<file path="src/rtl/pipe_stall_ctrl_pkg.sv">
// Shared constants and types for the pipeline stall controller.
// Opcode/funct encodings, FSM states and the packed control-word type.
// Control-word presets cover the four per-cycle pipeline actions.
package pipe_stall_ctrl_pkg;

  localparam logic [5:0] LOAD_OP_DEF  = 6'h23;
  localparam logic [5:0] OP_SPECIAL   = 6'h00;
  localparam logic [5:0] MD_FUNCT_LO  = 6'h18;
  localparam logic [5:0] MD_FUNCT_HI  = 6'h1B;

  typedef enum logic [1:0] {
    ST_RUN      = 2'd0,
    ST_MEM_WAIT = 2'd1,
    ST_MD_WAIT  = 2'd2
  } state_t;

  typedef struct packed {
    logic pc_we;
    logic id_we;
    logic exe_we;
    logic mem_we;
    logic wb_we;
    logic id_flush;
    logic exe_bubble;
    logic md_start;
  } ctrl_t;

  // Every stage advances normally.
  localparam ctrl_t CTRL_GO = '{pc_we: 1'b1, id_we: 1'b1, exe_we: 1'b1, mem_we: 1'b1,
                                wb_we: 1'b1, id_flush: 1'b0, exe_bubble: 1'b0, md_start: 1'b0};
  // Whole pipeline frozen (memory wait).
  localparam ctrl_t CTRL_FREEZE = '{pc_we: 1'b0, id_we: 1'b0, exe_we: 1'b0, mem_we: 1'b0,
                                    wb_we: 1'b0, id_flush: 1'b0, exe_bubble: 1'b0, md_start: 1'b0};
  // Front end held, bubble injected into EXE, back end drains.
  localparam ctrl_t CTRL_HOLD_FRONT = '{pc_we: 1'b0, id_we: 1'b0, exe_we: 1'b1, mem_we: 1'b1,
                                        wb_we: 1'b1, id_flush: 1'b0, exe_bubble: 1'b1, md_start: 1'b0};
  // Taken branch: advance, but squash the wrong-path ID and EXE contents.
  localparam ctrl_t CTRL_FLUSH = '{pc_we: 1'b1, id_we: 1'b1, exe_we: 1'b1, mem_we: 1'b1,
                                   wb_we: 1'b1, id_flush: 1'b1, exe_bubble: 1'b1, md_start: 1'b0};

endpackage

</file>
<file path="src/rtl/pipe_stall_ctrl_hazard_detect.sv">
// Hazard decode: flags load-use between EXE and ID, and a mult/div op in ID.
// Latency: purely combinational.
// Backpressure: none; the results feed the stall FSM in the same cycle.
module pipe_stall_ctrl_hazard_detect
  import pipe_stall_ctrl_pkg::*;
#(
  parameter logic [5:0] LOAD_OP = LOAD_OP_DEF
) (
  input  logic [31:0] id_inst,
  input  logic [31:0] exe_inst,
  output logic        load_use,
  output logic        is_md
);

  logic [4:0] exe_rt;
  logic [4:0] id_rs;
  logic [4:0] id_rt;
  logic       unused_bits;

  assign exe_rt = exe_inst[20:16];
  assign id_rs  = id_inst[25:21];
  assign id_rt  = id_inst[20:16];

  // A load into $0 never creates a real dependency.
  always_comb begin
    load_use = (exe_inst[31:26] == LOAD_OP) && (exe_rt != 5'd0) &&
               ((exe_rt == id_rs) || (exe_rt == id_rt));
  end

  // mult/multu/div/divu are SPECIAL-opcode ops with funct in a contiguous range.
  always_comb begin
    is_md = (id_inst[31:26] == OP_SPECIAL) &&
            (id_inst[5:0] >= MD_FUNCT_LO) && (id_inst[5:0] <= MD_FUNCT_HI);
  end

  assign unused_bits = ^{id_inst[15:6], exe_inst[25:21], exe_inst[15:0]};

endmodule

</file>
<file path="src/rtl/pipe_stall_ctrl.sv">
// Pipeline stall/flush sequencer driving every stage register enable.
// Latency: enables and strobes are combinational; FSM, timer and counters register.
// Backpressure: memory wait freezes all stages; load-use and mult/div hold the front end.
module pipe_stall_ctrl
  import pipe_stall_ctrl_pkg::*;
#(
  parameter logic [5:0] LOAD_OP     = LOAD_OP_DEF,
  parameter int         MEM_TIMEOUT = 16,
  parameter int         TMR_W       = 5
) (
  input  logic        clk,
  input  logic        rst_n,
  input  logic [31:0] id_inst,
  input  logic [31:0] exe_inst,
  input  logic        exe_branch_taken,
  input  logic        dmem_req,
  input  logic        dmem_ready,
  input  logic        md_busy,
  input  logic        md_done,
  output logic        pc_we,
  output logic        id_we,
  output logic        exe_we,
  output logic        mem_we,
  output logic        wb_we,
  output logic        id_flush,
  output logic        exe_bubble,
  output logic        md_start,
  output logic        mem_timeout,
  output logic [31:0] stall_cycles
);

  localparam logic [TMR_W-1:0] TMO_LAST = TMR_W'(MEM_TIMEOUT - 1);

  state_t           state;
  state_t           state_nxt;
  logic [TMR_W-1:0] timer;
  logic             md_done_seen;
  ctrl_t            ctrl;
  logic             load_use;
  logic             is_md;
  logic             mem_stall;
  logic             md_fin;
  logic             tmo_hit;

  pipe_stall_ctrl_hazard_detect #(
    .LOAD_OP (LOAD_OP)
  ) u_hazard (
    .id_inst  (id_inst),
    .exe_inst (exe_inst),
    .load_use (load_use),
    .is_md    (is_md)
  );

  assign mem_stall = dmem_req & ~dmem_ready;
  assign md_fin    = md_done | md_done_seen;
  assign tmo_hit   = (state == ST_MEM_WAIT) && !dmem_ready && (timer == TMO_LAST);

  // State register.
  always_ff @(posedge clk or negedge rst_n) begin
    if (!rst_n) state <= ST_RUN;
    else        state <= state_nxt;
  end

  // Next-state: memory stall dominates, then branch, load-use, mult/div.
  always_comb begin
    state_nxt = state;
    case (state)
      ST_RUN: begin
        if (mem_stall)                                       state_nxt = ST_MEM_WAIT;
        else if (!exe_branch_taken && !load_use && is_md && !md_busy) state_nxt = ST_MD_WAIT;
      end
      ST_MEM_WAIT: if (dmem_ready || tmo_hit)                state_nxt = ST_RUN;
      ST_MD_WAIT:  if (!mem_stall && md_fin)                 state_nxt = ST_RUN;
      default:                                               state_nxt = ST_RUN;
    endcase
  end

  // Output decode: one control word per cycle from state and live inputs.
  always_comb begin
    ctrl = CTRL_GO;
    case (state)
      ST_RUN: begin
        if (mem_stall)             ctrl = CTRL_FREEZE;
        else if (exe_branch_taken) ctrl = CTRL_FLUSH;
        else if (load_use)         ctrl = CTRL_HOLD_FRONT;
        else if (is_md) begin
          ctrl          = CTRL_HOLD_FRONT;
          ctrl.md_start = !md_busy;
        end
      end
      ST_MEM_WAIT: if (!(dmem_ready || tmo_hit)) ctrl = CTRL_FREEZE;
      ST_MD_WAIT: begin
        if (mem_stall)    ctrl = CTRL_FREEZE;
        else if (!md_fin) ctrl = CTRL_HOLD_FRONT;
      end
      default:            ctrl = CTRL_GO;
    endcase
  end

  assign pc_we      = ctrl.pc_we;
  assign id_we      = ctrl.id_we;
  assign exe_we     = ctrl.exe_we;
  assign mem_we     = ctrl.mem_we;
  assign wb_we      = ctrl.wb_we;
  assign id_flush   = ctrl.id_flush;
  assign exe_bubble = ctrl.exe_bubble;
  assign md_start   = ctrl.md_start;

  // Wait timer, latched mult/div completion, sticky timeout and stall counter.
  always_ff @(posedge clk or negedge rst_n) begin
    if (!rst_n) begin
      timer        <= '0;
      md_done_seen <= 1'b0;
      mem_timeout  <= 1'b0;
      stall_cycles <= '0;
    end else begin
      if (state == ST_RUN && mem_stall) timer <= '0;
      else if (state == ST_MEM_WAIT)    timer <= timer + TMR_W'(1);

      if (tmo_hit) mem_timeout <= 1'b1;

      // A done pulse arriving while memory freezes the pipe must not be lost.
      if (state == ST_MD_WAIT) begin
        if (mem_stall) begin
          if (md_done) md_done_seen <= 1'b1;
        end else if (md_fin) begin
          md_done_seen <= 1'b0;
        end
      end

      if (!ctrl.pc_we && (stall_cycles != 32'hFFFF_FFFF))
        stall_cycles <= stall_cycles + 32'd1;
    end
  end

endmodule

</file>
<file path="config.mk">
export PLATFORM = sky130hd
export DESIGN_NAME = pipe_stall_ctrl
export DESIGN_NICKNAME = d
export VERILOG_FILES = /design/src/rtl/pipe_stall_ctrl_pkg.sv /design/src/rtl/pipe_stall_ctrl_hazard_detect.sv /design/src/rtl/pipe_stall_ctrl.sv
export SDC_FILE = /design/constraint.sdc
export NUM_CORES = 1
export LEC_CHECK = 0
export CORE_UTILIZATION = 37
export CTS_BUF_LIST = sky130_fd_sc_hd__clkbuf_16
export CTS_CLUSTER_DIAMETER = 120
export DETAILED_ROUTE_END_ITERATION = 6
export GPL_ROUTABILITY_DRIVEN = 0
export PLACE_DENSITY = 0.84
export SLEW_MARGIN = 5
export SYNTH_ARGS = -nofsm -noshare
export SYNTH_HDL_FRONTEND = slang
export SYNTH_SLANG_ARGS = --single-unit
</file>
<file path="constraint.sdc">
create_clock -name clk -period 2.9 [get_ports clk]
set_input_delay 0.725 -clock clk [delete_from_list [all_inputs] [get_ports clk]]
set_output_delay 0.725 -clock clk [all_outputs]
set_load 0.02 [all_outputs]
</file>
==> results_dict.tcl, run 1 <==
set metrics [dict create \
    hold_ws_ps 472 \
    die_area_sq_um 6640 \
    synth_cells 238 \
    cpPeakStageDelay_ps 300 \
    die_x_um 81.5 \
    yosysTopAreaCell "dfrtp_1" \
    firstDrtPassIters 4 \
    grt_overflow_total 0 \
    fin_cells 418 \
    crit_chain "dlygate4sd2_1 -> xor2_1 -> nor3_2 -> a22oi_2 -> buf_4 -> o41ai_4 -> buf_4 -> inv_4 -> buf_6" \
    cts_tree "built" \
    synth_cell_types 44 \
    vias 2212 \
    outcome "finished, violations left" \
    synthTopCellsByArea "dfrtp_1 (44%), xnor2_1 (10%), nand4_1 (4.8%)" \
    clock-sinks 41 \
    cts_buffer_depth 2 \
    grt_setup_unrepaired "yes" \
    synth_area_sq_um 2340 \
    cp_max_fo 2 \
    cpMostUsedCell "buf_4" \
    utilization_pct 60.8 \
    layout_min_cycle_time_ps 2910 \
    crit_slowest_cell "o41ai_4" \
    drc_errors 0 \
    end_kind "output pin" \
    hold_viol 0 \
    start_kind "input pin" \
    io_buffers 78 \
    wire_per_inst_um 14.9 \
    placed_cells 405 \
    synth.top_cell.area_share_pct 43.9 \
    path_buf_inv 5 \
    fmax_mhz 344 \
    max_slew_margin_pct 38.3 \
    worst_clock_skew_ps 5.05 \
    path_class "in -> out" \
    finalCritPeriodShare_pct 100 \
    postRouteAntennaNets 0 \
    cts_buffers 5 \
    viasPerCell 5.29 \
    finalSetupViolCount 2 \
    required_ps 2170 \
    nets 416 \
    r2r_start "stall_cycles[0]" \
    timing.final.max_slew_violations 0 \
    wl_um 6250 \
    cts_hold_buf 0 \
    drive_above_1_share_pct 24.8 \
    clk_pin_slew_worst_paths_ps 60 \
    root_buffer "clkbuf_16" \
    grt_max_degree 42 \
    drv_cap 0 \
    hold_path_class "reg -> reg" \
    power.density_nw_per_um2 467 \
    worst_slew_pin_slew_ps 926 \
    crit_arrival_ps 2180 \
    synth.avg_cell_area_sq_um 9.82 \
    cellLeakagePower_nw 1.60 \
    syn-num-nets 312 \
    grt_pass1_wl_um 10400 \
    antennaDiodeCount 0 \
    cp_top_family "buffers and inverters" \
    num_io_pins 112 \
    yosysSeqAreaShare_pct 43.9 \
    dp_slack_ps -1010 \
    drt-initial-drc-count 93 \
    violations "setup timing" \
    synth-main-ff-cell "dfrtp_1" \
    post-dp-hpwl_um 4450 \
    critPathLaunch "id_inst[16]" \
    area_growth_pct 55.7 \
    fin_ws_ps -5.55 \
    peakVddDrop_v 0.000655 \
    first_global_vias 2300 \
    clock_latency_ps 280 \
    start_util_pct 39.0 \
    synthArstFlopShare_pct 100 \
    antenna_found_initial 0 \
    ys_ff_latch 41 \
    min_from "mem_timeout" \
    cts_htree_levels 2 \
    die_y_um 81.5 \
    core_area_sq_um 5990 \
    ys_warn_count 0 \
    synth_edf_count 0 \
    grt_usage_pct 20.5 \
    core.rowCount 28 \
]
-- power by group --
group          internal (mW)  switching (mW)  total, mW
registers              0.629          0.0690      0.698
logic                  0.252           0.225      0.478
clock network          0.312           0.213      0.525
-- area by class of cell --
| type | count | area (sq um) |
|---|---|---|
| Fill cell | 516 | 2350 |
| Sequential cell | 41 | 1030 |
| Multi-Input combinational cell | 181 | 1400 |
| Inverter | 7 | 28.8 |
| Clock inverter | 3 | 13.8 |
| Clock buffer | 5 | 125 |
| Tap cell | 75 | 93.8 |
| Timing Repair Buffer | 106 | 948 |
-- registers in the layout, summed over array words and instances, names as in the netlist --
name / cells
mem_timeout: 1
timer: 5
md_done_seen: 1
state: 2
stall_cycles: 32
-- metrics by stage --
stage | power [mW] | setup TNS [ps] | cell area, sq um
2_1_floorplan | 0.921 | 0 | 2360
3_3_place_gp | 1.14 | -9730 | 3350
3_5_place_dp | 1.15 | -12610 | 3350
4_1_cts | 1.70 | -8.13 | 3620
5_1_grt | 1.80 | -193 | 3640
6_report | 1.70 | -11.0 | 3640
-- worst paths after layout --
path	cells after the start	slack (ps)	end
setup / recovery	9	-6	id_we
hold / removal	1	470	mem_timeout
setup reg to reg	7	310	stall_cycles[1]
hold reg to reg	1	470	mem_timeout
max in group asynchronous	1	1740	stall_cycles[18]
min in group asynchronous	1	590	mem_timeout
-- routing by layer --
metal / routed length [um] / vias up / GRT usage, % / share of wire (%)
li1: - / 1055 / - / -
met1: 2700 / 1085 / 24.9 / 43
met2: 3180 / 62 / 35.9 / 51
met3: 267 / 10 / 4.11 / 4.3
met4: 96 / 0 / 6.96 / 1.5
met5: 0 / - / 0 / 0
-- placed cells by master, fill, tap and decap left out, types with 7 or more instances in the layout --
cell and instances:
nand4_1 18, nor2_1 15, dfrtp_1 41, nand2_1 22, nand3_1 11, and3_1 8
inv_1 7, buf_4 27, clkdlybuf4s50_1 41, xor2_1 12, dlygate4sd2_1 18, xnor2_1 28
-- cell families after synthesis --
logic type / after synthesis / synth area share (%)
AOI/OAI and AO/OA: 20 / 6.37
xor gates and xnor gates: 40 / 15.0
adders and majority gates: 3 / 1.61
buffers and inverters: 16 / 3.43
DFF: 41 / 43.9
muxes: 2 / 0.964
and+or+nand+nor: 116 / 28.7
-- timing repair --
action | 4_1_cts | 5_1_grt
pin swaps | 24 | 12
setup endpoints to repair | 13 | 5
resized for setup | 95 | 11
setup buffers | 5 | 1
-- cell usage after synthesis, drive strengths merged, types with 3 or more instances --
master  count
or2         3
inv         7
clkbuf      4
a22o        3
dfrtp      41
nand2      22
nor4        6
xor2       12
nor2       18
o21ai       3
and3       10
a21oi       4
xnor2      28
ha          3
nor3        7
nor4b       3
buf         5
nand3      14
nand4      18
nor2b       4
Note: power is estimated with default switching activity, not from simulation.
==> inputs of run 2 (changes only) <==
ABC_AREA = 1   (was not set)
CORE_UTILIZATION = 42   (was 37)
GPL_TIMING_DRIVEN = 0   (was not set)
PLACE_DENSITY = 0.85   (was 0.84)
==> results_dict.tcl, run 2 <==
set metrics [dict create \
    outcome "complete, no violations" \
    path_class "in -> out" \
    core.rowCount 31 \
    clock-sinks 41 \
    postRouteAntennaNets 0 \
    first_global_vias 3358 \
    synth_area_sq_um 3280 \
    ys_warn_count 0 \
    grt_pass1_wl_um 14700 \
    drt-initial-drc-count 229 \
    start_util_pct 44.2 \
    grtUsageMet3_pct 3.96 \
    clock_latency_ps 280 \
    finalCritPeriodShare_pct 97.9 \
    timing.final.max_slew_violations 0 \
    syn-num-nets 541 \
    met2_usage_pct 37.2 \
    final_common_cell "nand2_1" \
    max_slew_margin_pct 69.7 \
    viasPerCell 5.24 \
    cts_buffer_depth 2 \
    antenna_found_initial 0 \
    nets 634 \
    cellLeakagePower_nw 2.09 \
    cpPeakStageDelay_ps 510 \
    synth.avg_cell_area_sq_um 7.02 \
    hold_path_class "in -> async" \
    synth_edf_count 0 \
    cts_tree "built" \
    layout_common_cells "nand2_1 (124), nand2_2 (66), nor2_1 (57), clkdlybuf4s50_1 (53), dfrtp_1 (41)" \
    end_kind "output pin" \
    io_buffers 78 \
    largest_reg_flops 32 \
    worst_clock_skew_ps 4.19 \
    setup_tns_ps 0 \
    grt_max_degree 25 \
    cp_max_fo 2 \
    synth.most_common_cell "nand2_1" \
    hold_viol 0 \
    synthTopCellsByCount "nand2_1 (127), nand2_2 (65), nor2_1 (59)" \
    die_area_sq_um 8160 \
    synthTopCellsByArea "dfrtp_1 (31%), nand2_1 (15%), nand2_2 (12%)" \
    busiest_layer "met2" \
    worst_slew_pin_slew_ps 455 \
    largestRegisters "stall_cycles (32), timer (5), state (2)" \
    r2r_start "stall_cycles[0]" \
    power.density_nw_per_um2 400 \
    antennaDiodeCount 0 \
    crit_slowest_cell "clkdlybuf4s50_1" \
    synthArstFlopShare_pct 100 \
    area_growth_pct 36.9 \
    utilization_pct 60.6 \
    post-dp-hpwl_um 6780 \
    clk_pin_slew_worst_paths_ps 60 \
    yosysSeqAreaShare_pct 31.3 \
    synth_cells 467 \
    peakVddDrop_v 0.000209 \
    synth.top_cell.area_share_pct 31.3 \
    cts_htree_levels 2 \
    wire_per_inst_um 13.2 \
    critPathLaunch "exe_branch_taken" \
    ys_ff_latch 41 \
    cts_hold_buf 0 \
    drv_cap 0 \
    r2r_cells 10 \
    drive_above_1_share_pct 23.9 \
    grtUsageMet1_pct 26.4 \
    fmax_mhz 352 \
    required_ps 2170 \
    r2r_slack_ps 710 \
    crit_arrival_ps 2110 \
    cts_buffers 5 \
    wl_um 8740 \
    grt_overflow_total 0 \
    start_kind "input pin" \
    yosysTopAreaCell "dfrtp_1" \
    root_buffer "clkbuf_16" \
    regMostFlops "stall_cycles" \
    crit_chain "clkdlybuf4s50_1 -> nand2_4 -> inv_2 -> nor3_4 -> buf_6 -> nand2_2 -> buf_4 -> buf_6" \
    grt_usage_pct 21.9 \
    vias 3456 \
    r2r-end "stall_cycles[24]" \
    die_x_um 90.3 \
    die_y_um 90.3 \
    drc_errors 0 \
    num_io_pins 112 \
    cpMostUsedCell "buf_6" \
    synth-main-ff-cell "dfrtp_1" \
    layout_min_cycle_time_ps 2840 \
    core_area_sq_um 7410 \
    firstDrtPassIters 5 \
    finalSetupViolCount 0 \
    synth_cell_types 31 \
]
## run 2: cell types whose count changed after synthesis, sizes merged, moves of 4 or more
cell,change
xnor2,-21
nand3b,+5
buf,+10
nor4,-5
nor2b,-4
nor3,+9
nor2,+47
nand2,+171
and3,-10
inv,+34
nand4,+17
clkbuf,-4
## run 2: cells by family after synthesis
logic type	synth area share [%]
AOI/OAI and AO/OA	1.37
and+or+nand+nor	51.6
xor gates and xnor gates	5.88
buffers and inverters	8.70
adders and majority gates	1.15
DFF	31.3
## run 2: stage by stage
step                      hold WS, ps  power, mW  instance area [sq um]  cells  setup WS (ps)
after floorplan                   429       1.03                   3280    467            133
after global placement            453       1.24                   4180    644           -879
after detailed placement          459       1.26                   4210    645           -911
after CTS                         390       1.79                   4370    656          -75.8
after global routing              411       1.89                   4490    660          -14.9
final                             383       1.80                   4490    660           60.2
## run 2: layer usage
| metal | wire (um) | up-vias |
|---|---|---|
| met4 | 370 | 0 |
| met1 | 3610 | 1594 |
| met2 | 4130 | 150 |
| met3 | 628 | 37 |
| met5 | 0 | - |
| li1 | - | 1675 |
## run 2: final cells by class
cell class	count	area, sq um
Fill cell	650	2920
Multi-Input combinational cell	369	2050
Sequential cell	41	1030
Timing Repair Buffer	87	865
Inverter	42	160
Buffer	14	129
Clock buffer	5	125
Tap cell	99	124
Clock inverter	3	12.5
## run 2: where the power goes
| group | total, mW | internal, mW | leakage (nW) | switching, mW |
|---|---|---|---|---|
| Clock | 0.524 | 0.311 | 0.0687 | 0.213 |
| Combinational | 0.563 | 0.252 | 1.46 | 0.311 |
| Sequential | 0.710 | 0.628 | 0.556 | 0.0816 |
## run 2: how the worst max path moves through the flow
stage                 end  slack, ps
floorplan           pc_we        130
global placement    pc_we       -880
detailed placement  pc_we       -910
CTS                 pc_we        -80
global route        wb_we        -10
finish              pc_we         60
## run 2: worst max-delay path: cells and delay by family
kind | cells | cell delay, ps
and+or+nand+nor | 3 | 430
buffers and inverters | 5 | 950
## run 2: what timing repair did
| item | 4_1_cts | 5_1_grt |
|---|---|---|
| gates resized for setup | 35 | 26 |
| setup buffers | 4 | 4 |
| cloned | 0 | 0 |
| setup endpoints to repair | 8 | 6 |
| pin swaps | 10 | 8 |
